`src/rtl/fetch_unit.sv`:
```
// fetch_unit: instruction-fetch stage.
// Owns the fetch PC, issues in-order word requests to instruction memory over
// a valid/ready channel with variable response latency, buffers returned words
// in a small FIFO and presents them to decode with PC and PC+4. Redirects flush
// the FIFO and turn every in-flight request into a discard credit.
// Optional build macro FETCH_MISALIGN_TRAP_EN: adds fetch_misaligned; a redirect
// to a non-word-aligned target sets it sticky and halts fetch. Without the macro
// the low two target bits are forced to zero.
module fetch_unit #(
   parameter logic [31:0] RESET_PC        = 32'h0000_0000,
   parameter int unsigned BUF_DEPTH       = 2,
   parameter int unsigned MAX_OUTSTANDING = 2
) (
   input  logic        clk,
   input  logic        reset,
   input  logic        pc_src,
   input  logic [31:0] pc_target,
   output logic        imem_req_valid,
   input  logic        imem_req_ready,
   output logic [31:0] imem_addr,
   input  logic        imem_resp_valid,
   input  logic [31:0] imem_resp_data,
   output logic        instr_valid,
   input  logic        instr_ready,
   output logic [31:0] instr,
   output logic [31:0] instr_pc,
`ifdef FETCH_MISALIGN_TRAP_EN
   output logic [31:0] instr_pc_plus4,
   output logic        fetch_misaligned
`else
   output logic [31:0] instr_pc_plus4
`endif
);

   localparam int unsigned PTR_W = (BUF_DEPTH > 1) ? $clog2(BUF_DEPTH) : 1;
   localparam int unsigned CNT_W = $clog2(BUF_DEPTH + 1);
   localparam int unsigned OST_W = $clog2(MAX_OUTSTANDING + 1);

   logic [31:0]      fetch_pc_q, fetch_pc_d;
   logic [31:0]      resp_pc_q, resp_pc_d;
   logic [31:0]      buf_data_q [BUF_DEPTH];
   logic [31:0]      buf_data_d [BUF_DEPTH];
   logic [31:0]      buf_pc_q   [BUF_DEPTH];
   logic [31:0]      buf_pc_d   [BUF_DEPTH];
   logic [PTR_W-1:0] rd_ptr_q, rd_ptr_d;
   logic [PTR_W-1:0] wr_ptr_q, wr_ptr_d;
   logic [CNT_W-1:0] count_q, count_d;
   logic [OST_W-1:0] inflight_q, inflight_d;
   logic [OST_W-1:0] discard_q, discard_d;
   logic             halted_q;

   logic             accept;
   logic             push;
   logic             pop;
   logic [31:0]      redirect_pc;
   logic [31:0]      credit_used;

   // Request issue: blocked during redirect, on halt, at the outstanding limit,
   // or when buffered plus live in-flight words would overrun the FIFO.
   always_comb begin
      credit_used    = 32'(count_q) + 32'(inflight_q) - 32'(discard_q);
      imem_req_valid = !reset && !pc_src && !halted_q
                       && (32'(inflight_q) < MAX_OUTSTANDING)
                       && (credit_used < BUF_DEPTH);
   end

   assign imem_addr = fetch_pc_q;

   // Handshake qualifiers and the effective redirect address.
   always_comb begin
      accept      = imem_req_valid && imem_req_ready;
      push        = imem_resp_valid && (discard_q == '0) && !pc_src;
      pop         = instr_valid && instr_ready && !pc_src;
      redirect_pc = pc_target;
`ifndef FETCH_MISALIGN_TRAP_EN
      redirect_pc[1:0] = 2'b00;
`endif
   end

   // Next-state for PCs, FIFO and the in-flight/discard bookkeeping.
   always_comb begin
      fetch_pc_d = fetch_pc_q;
      resp_pc_d  = resp_pc_q;
      buf_data_d = buf_data_q;
      buf_pc_d   = buf_pc_q;
      rd_ptr_d   = rd_ptr_q;
      wr_ptr_d   = wr_ptr_q;
      discard_d  = discard_q;
      inflight_d = inflight_q + OST_W'(accept) - OST_W'(imem_resp_valid);
      count_d    = count_q + CNT_W'(push) - CNT_W'(pop);

      if (imem_resp_valid && (discard_q != '0)) begin
         discard_d = discard_q - OST_W'(1);
      end

      if (accept) begin
         fetch_pc_d = fetch_pc_q + 32'd4;
      end

      if (push) begin
         buf_data_d[wr_ptr_q] = imem_resp_data;
         buf_pc_d[wr_ptr_q]   = resp_pc_q;
         wr_ptr_d             = wr_ptr_q + PTR_W'(1);
         resp_pc_d            = resp_pc_q + 32'd4;
      end

      if (pop) begin
         rd_ptr_d = rd_ptr_q + PTR_W'(1);
      end

      // Redirect: flush, restart both PCs, and mark every request still in
      // flight after this cycle's response as one to drop.
      if (pc_src) begin
         fetch_pc_d = redirect_pc;
         resp_pc_d  = redirect_pc;
         rd_ptr_d   = '0;
         wr_ptr_d   = '0;
         count_d    = '0;
         discard_d  = inflight_d;
      end
   end

`ifdef FETCH_MISALIGN_TRAP_EN
   logic halted_d;

   // Sticky trap on a redirect to a misaligned target.
   always_comb begin
      halted_d = halted_q;
      if (pc_src && (pc_target[1:0] != 2'b00)) begin
         halted_d = 1'b1;
      end
   end

   // Trap flag register.
   always_ff @(posedge clk or posedge reset) begin
      if (reset) begin
         halted_q <= 1'b0;
      end else begin
         halted_q <= halted_d;
      end
   end

   assign fetch_misaligned = halted_q;
`else
   assign halted_q = 1'b0;
`endif

   // State registers.
   always_ff @(posedge clk or posedge reset) begin
      if (reset) begin
         fetch_pc_q <= RESET_PC;
         resp_pc_q  <= RESET_PC;
         buf_data_q <= '{default: '0};
         buf_pc_q   <= '{default: '0};
         rd_ptr_q   <= '0;
         wr_ptr_q   <= '0;
         count_q    <= '0;
         inflight_q <= '0;
         discard_q  <= '0;
      end else begin
         fetch_pc_q <= fetch_pc_d;
         resp_pc_q  <= resp_pc_d;
         buf_data_q <= buf_data_d;
         buf_pc_q   <= buf_pc_d;
         rd_ptr_q   <= rd_ptr_d;
         wr_ptr_q   <= wr_ptr_d;
         count_q    <= count_d;
         inflight_q <= inflight_d;
         discard_q  <= discard_d;
      end
   end

   // Decode-facing view of the FIFO head; fields read as zero when empty.
   always_comb begin
      instr_valid = (count_q != '0);
      instr       = '0;
      instr_pc    = '0;
      if (instr_valid) begin
         instr    = buf_data_q[rd_ptr_q];
         instr_pc = buf_pc_q[rd_ptr_q];
      end
      instr_pc_plus4 = instr_pc + 32'd4;
   end

endmodule

```
`config.mk`:
```
export PLATFORM = sky130hd
export DESIGN_NAME = fetch_unit
export DESIGN_NICKNAME = d
export VERILOG_FILES = /design/src/rtl/fetch_unit.sv
export SDC_FILE = /design/constraint.sdc
export NUM_CORES = 1
export LEC_CHECK = 0
export BUFFER_PORTS_ARGS = -buffer_cell sky130_fd_sc_hd__buf_2
export CORE_MARGIN = 2
export CORE_UTILIZATION = 60
export DETAILED_ROUTE_END_ITERATION = 8
export PLACE_DENSITY_LB_ADDON = 0.08
export SYNTH_ARGS = -nofsm -noshare
export SYNTH_HDL_FRONTEND = slang
export SYNTH_SLANG_ARGS = --single-unit
```
`constraint.sdc`:
```
create_clock -name clk -period 13.3 [get_ports clk]
set_input_delay 1.995 -clock clk [delete_from_list [all_inputs] [get_ports clk]]
set_output_delay 1.995 -clock clk [all_outputs]
set_load 0.1 [all_outputs]
```
# Word-level counts from Yosys, hierarchy flattened
# Index checks and enable logic that the tools add are counted.
# word_totals
register_bits,200
out_inout_bits,130
word_cells,72
# classes
add_sub_neg,12
order_cmp,5
muxes,23
bitwise_logic,2
n_reduce_logical,19
# ops
op,n
$mux W32,13
$bwmux W64,2
$add A32 B3 Y32 const B,3
$demux W32 S1,1
$lt A32 B2 Y1 const B,1
$reduce_bool A2 Y1,6
$logic_and A1 B1 Y1,10
$mux W2,3
$add A2 B1 Y2,2
$ge A2 B2 Y1 const B,2
$mux W1,4
$not A1 Y2,2
$sub A2 B1 Y2,2
$sub A3 B2 Y4,1
$add A2 B2 Y3,1
$add A1 B1 Y1 const B,2
$logic_not A1 Y1,2
$logic_not A2 Y1,1
$lt A2 B1 Y1 const B,1
$lt A2 B2 Y1 const B,1
$sub A2 B1 Y2 const B,1

# Longest topological paths before layout
# depth
ltp_word,8
ltp_mapped,16
mapped_depth_nobuf,15

# Worst setup path after synthesis
# OpenSTA, ideal clock, no wires.
# synth_path
path_kind,reg2out
startpoint,reg rd_ptr_q
endpoint,out instr_pc_plus4[22]
arrival_time_ns,5.514
slack_ns,5.791
stages_incl_launch_ff,14
n_path_buf,5
path_cell_list,dfrtp_1 -> buf_6 -> buf_6 -> buf_4 -> buf_2 -> buf_2 -> mux2i_1 -> nor2_1 -> ha_1 -> o21ai_0 -> a211oi_2 -> nand4_1 -> nor4_2 -> xor2_1
# synth_between
elab_chain_len,6
# synth_rtl
element,line,source
from (decl),45,"logic [PTR_W-1:0] rd_ptr_q, rd_ptr_d;"
from (signal assigned),165,rd_ptr_q <= rd_ptr_d;
$not A1 Y2 (implied by the code),180,instr_pc = buf_pc_q[rd_ptr_q];
$mux W32 (implied by the code) (3 in a row),180,
$mux W32,178,if (instr_valid) begin
via instr_pc[3],26,"output logic [31:0] instr_pc,"
$add A32 B3 Y32,182,instr_pc_plus4 = instr_pc + 32'd4;
to (decl),31,output logic [31:0] instr_pc_plus4
# The timed path passes the listed nets, and every way through them passes these cells. The select of a mux whose other input is x is not followed.

# Final worst setup path
# layout_path
startpoint,reg rd_ptr_q
endpoint,out instr_pc_plus4[22]
# layout_between
elab_chain_len,6
# layout_rtl
element,line
$not A1 Y2 (implied by the code),180
$mux W32 (implied by the code) (3 in a row),180
$mux W32,178
$add A32 B3 Y32,182
# No other way between the ends. The select of a mux whose other input is x is not followed.

==> flow_metrics.env <==
export IMPL_drc=0
export IMPL_status="finished clean"
export IMPL_setup_viol=0
export IMPL_antenna_found_initial=0
export IMPL_start_util_pct=61.75
export IMPL_wl_um=22300
export IMPL_p_sw_share_pct=48.97
export IMPL_end_kind="output port"
export IMPL_port_buffers=191
export IMPL_fp_dieH_um=134.9
export IMPL_cp_required_ns=11.31
export IMPL_final_core_util_pct=71.49
export IMPL_fin_worst_skew_ns=0.009218
export IMPL_placed_cell_area_um2=11310
export IMPL_ff2ff_setup_slack_ns=9.05
export IMPL_clk_latency_ns=0.43
export IMPL_slew_headroom_pct=31.14
export IMPL_synthCells=933
export IMPL_r2r_cells=13
export IMPL_synthTopCellsByArea="dfrtp_1 (47%), mux2_2 (15%), mux2i_1 (6.1%), xor2_1 (3.2%), nor2_1 (3.2%)"
export IMPL_tightestPinTransition_ns=1.033
export IMPL_p_leak_nw=5.436
export IMPL_cts_root_buf="clkbuf_16"
export IMPL_fin_setup_tns_ns=0
export IMPL_grt_max_degree=118
export IMPL_power_frac_clock_pct=18.1
export IMPL_htree_levels=4
export IMPL_postSynthAreaPerCell_um2=11.02
export IMPL_p_per_area_nw_per_um2=232.5
export IMPL_synth_top_cell_area_share_pct=46.75
export IMPL_syn_area_um2=10280
export IMPL_route_vias_total=7582
export IMPL_async_reset_ff_share_pct=100.0
export IMPL_finalPower_mw=2.767
export IMPL_p_comb_share_pct=47.7
export IMPL_fmax_mhz=169.0
export IMPL_cp_max_fo=38
export IMPL_peakVddDrop_uv=155.8
export IMPL_first_global_vias=7063
export IMPL_cts_buffers=17
export IMPL_core_um2=16640
export IMPL_hold_path_depth=2
export IMPL_crit_path_start_kind="register"
export IMPL_min_period_ns=5.917
export IMPL_p_sw_mw=1.355
export IMPL_synth_warnings=0
export IMPL_overflow=0
export IMPL_drt_iter0_drc=425
export IMPL_stdcell_area_um2=11900
export IMPL_ioPinCount=200
export IMPL_crit_type="reg -> out"
export IMPL_rows=47
export IMPL_seq_power_share_pct=34.2
export IMPL_cts_repair_resized=0
export IMPL_grt_pass1_wl_um=36180
export IMPL_layout_common_cells="dfrtp_1 (191), buf_2 (191), mux2_2 (138)"
export IMPL_cts_tree="yes"
export IMPL_cts_hold_fix_buffers=0
export IMPL_fin_nets=1184
export IMPL_hold_viol_final=0
export IMPL_vias_per_cell=5.679
export IMPL_finalCritPeriodShare_pct=44.49
export IMPL_cts_sinks=192
export IMPL_synth_edf_count=0
export IMPL_synth_top_area_cell="dfrtp_1"
export IMPL_r2r_end="discard_q[1]"
export IMPL_synth_ff_type="dfrtp_1"
export IMPL_drtAntennaViolNets=0
export IMPL_drive_gt1_share_pct=35.78
export IMPL_yosys_cell_types_count=63
export IMPL_avgRoutedWirePerCell_um=16.70
export IMPL_rsz0062_at_grt="false"
export IMPL_clockBufferDepth=2
export IMPL_cell_internal_pwr_mw=1.412
export IMPL_regToRegStartpoint="count_q[1]"
export IMPL_ys_seq_area_share_pct=46.75
export IMPL_die_area_um2=18190
export IMPL_cap_viol_max_count=0
export IMPL_clkTransAtPathRegs_ns=0.07
export IMPL_finalWeightedCongestion=0.8485
export IMPL_syn2layout_area_growth_pct=15.77
export IMPL_antennaDiodeCount=0
export IMPL_die_x_um=134.9
export IMPL_firstDrtPassIters=7
export IMPL_grt_util_all_layers_pct=25.14
export IMPL_min_from="buf_pc_q[30]"
export IMPL_ys_seq_elements=192
export IMPL_whs_ns=0.4844
export IMPL_drv_slew=0
export IMPL_arrival_ns=3.92
export IMPL_worstHoldEndpoint="buf_pc_q[30]"
export IMPL_post_cts_buffers=0
export IMPL_holdCritPathClass="reg -> reg"
export IMPL_hpwlAfterDp_um=15540
-- routing by layer --
| layer | vias to the layer above | GRT usage, % | part of all wire, % |
|---|---|---|---|
| met2 | 271 | 36.66 | 43 |
| met3 | 13 | 4.167 | 6.7 |
| met4 | 0 | 5.906 | 0.90 |
| met5 | - | 0 | 0 |
| li1 | 3631 | - | - |
| met1 | 3667 | 39.49 | 50 |
-- kinds of logic after synthesis --
| group | synth area share, % |
|---|---|
| AO/OA/AOI/OAI | 5.259 |
| XOR/XNOR | 6.221 |
| adder cells (fa/ha/maj) | 1.607 |
| buffers and inverters | 4.091 |
| flip-flops | 46.75 |
| multiplexers | 21.26 |
| other | 0.03649 |
| AND/OR/NAND/NOR | 14.78 |
-- layout make-up --
class                           count  area, um2
Clock inverter                     14      143.9
Clock buffer                       18      439.2
Tap cell                          220      275.3
Multi-Input combinational cell    660       5090
Timing Repair Buffer              199       1016
Inverter                           32      125.1
Sequential cell                   192       4808
Fill cell                        1237       4745
-- worst max-delay path by stage --
stage                   from                 end  cells past startpoint
floorplan           rd_ptr_q  instr_pc_plus4[22]                     13
global placement      pc_src      imem_req_valid                      5
global route        rd_ptr_q  instr_pc_plus4[29]                      7
CTS                 rd_ptr_q  instr_pc_plus4[29]                      7
detailed placement    pc_src      imem_req_valid                      5
finish              rd_ptr_q  instr_pc_plus4[22]                     10
-- power by group through the flow --
stage	combinational [mW]	sequential (mW)	clock [mW]
finish	1.32	0.947	0.500
global route	1.40	0.977	0.531
CTS	1.33	0.946	0.510
detailed placement	1.32	0.956	0
global placement	1.30	0.944	0
floorplan	1.09	0.977	0
-- cells in the mapped netlist (23+ instances only) --
cell and instances:
nand2_1 48, inv_1 30, mux2i_1 63, o21ai_0 27, xor2_1 38, nand4_1 35
buf_2 23, nor2_1 88, dfrtp_1 192, mux2_2 138, nand3_1 37, xnor2_1 35
-- per-stage QoR --
step	instances	worst slack (ns)
2_1_floorplan	938	5.791
3_3_place_gp	1303	7.555
3_5_place_dp	1303	7.524
4_1_cts	1335	7.358
5_1_grt	1335	7.130
6_report	1335	7.383
-- registers in the layout (all words and copies together) (netlist names) --
name	count
buf_data_q	64
buf_pc_q	60
count_q	2
discard_q	2
imem_addr	30
inflight_q	2
rd_ptr_q	1
resp_pc_q	30
wr_ptr_q	1
-- worst max-delay path: stages, from the launching register on --
cell,delay [ns]
dfrtp_4,0.79
mux2i_1,0.26
or2_2,0.36
inv_1,0.08
ha_1,0.25
o21ai_0,0.15
a211oi_2,0.34
nand4_1,0.31
nor4_2,0.35
xor2_1,0.16
buf_2,0.44
Power figures use the tool's default switching activity.
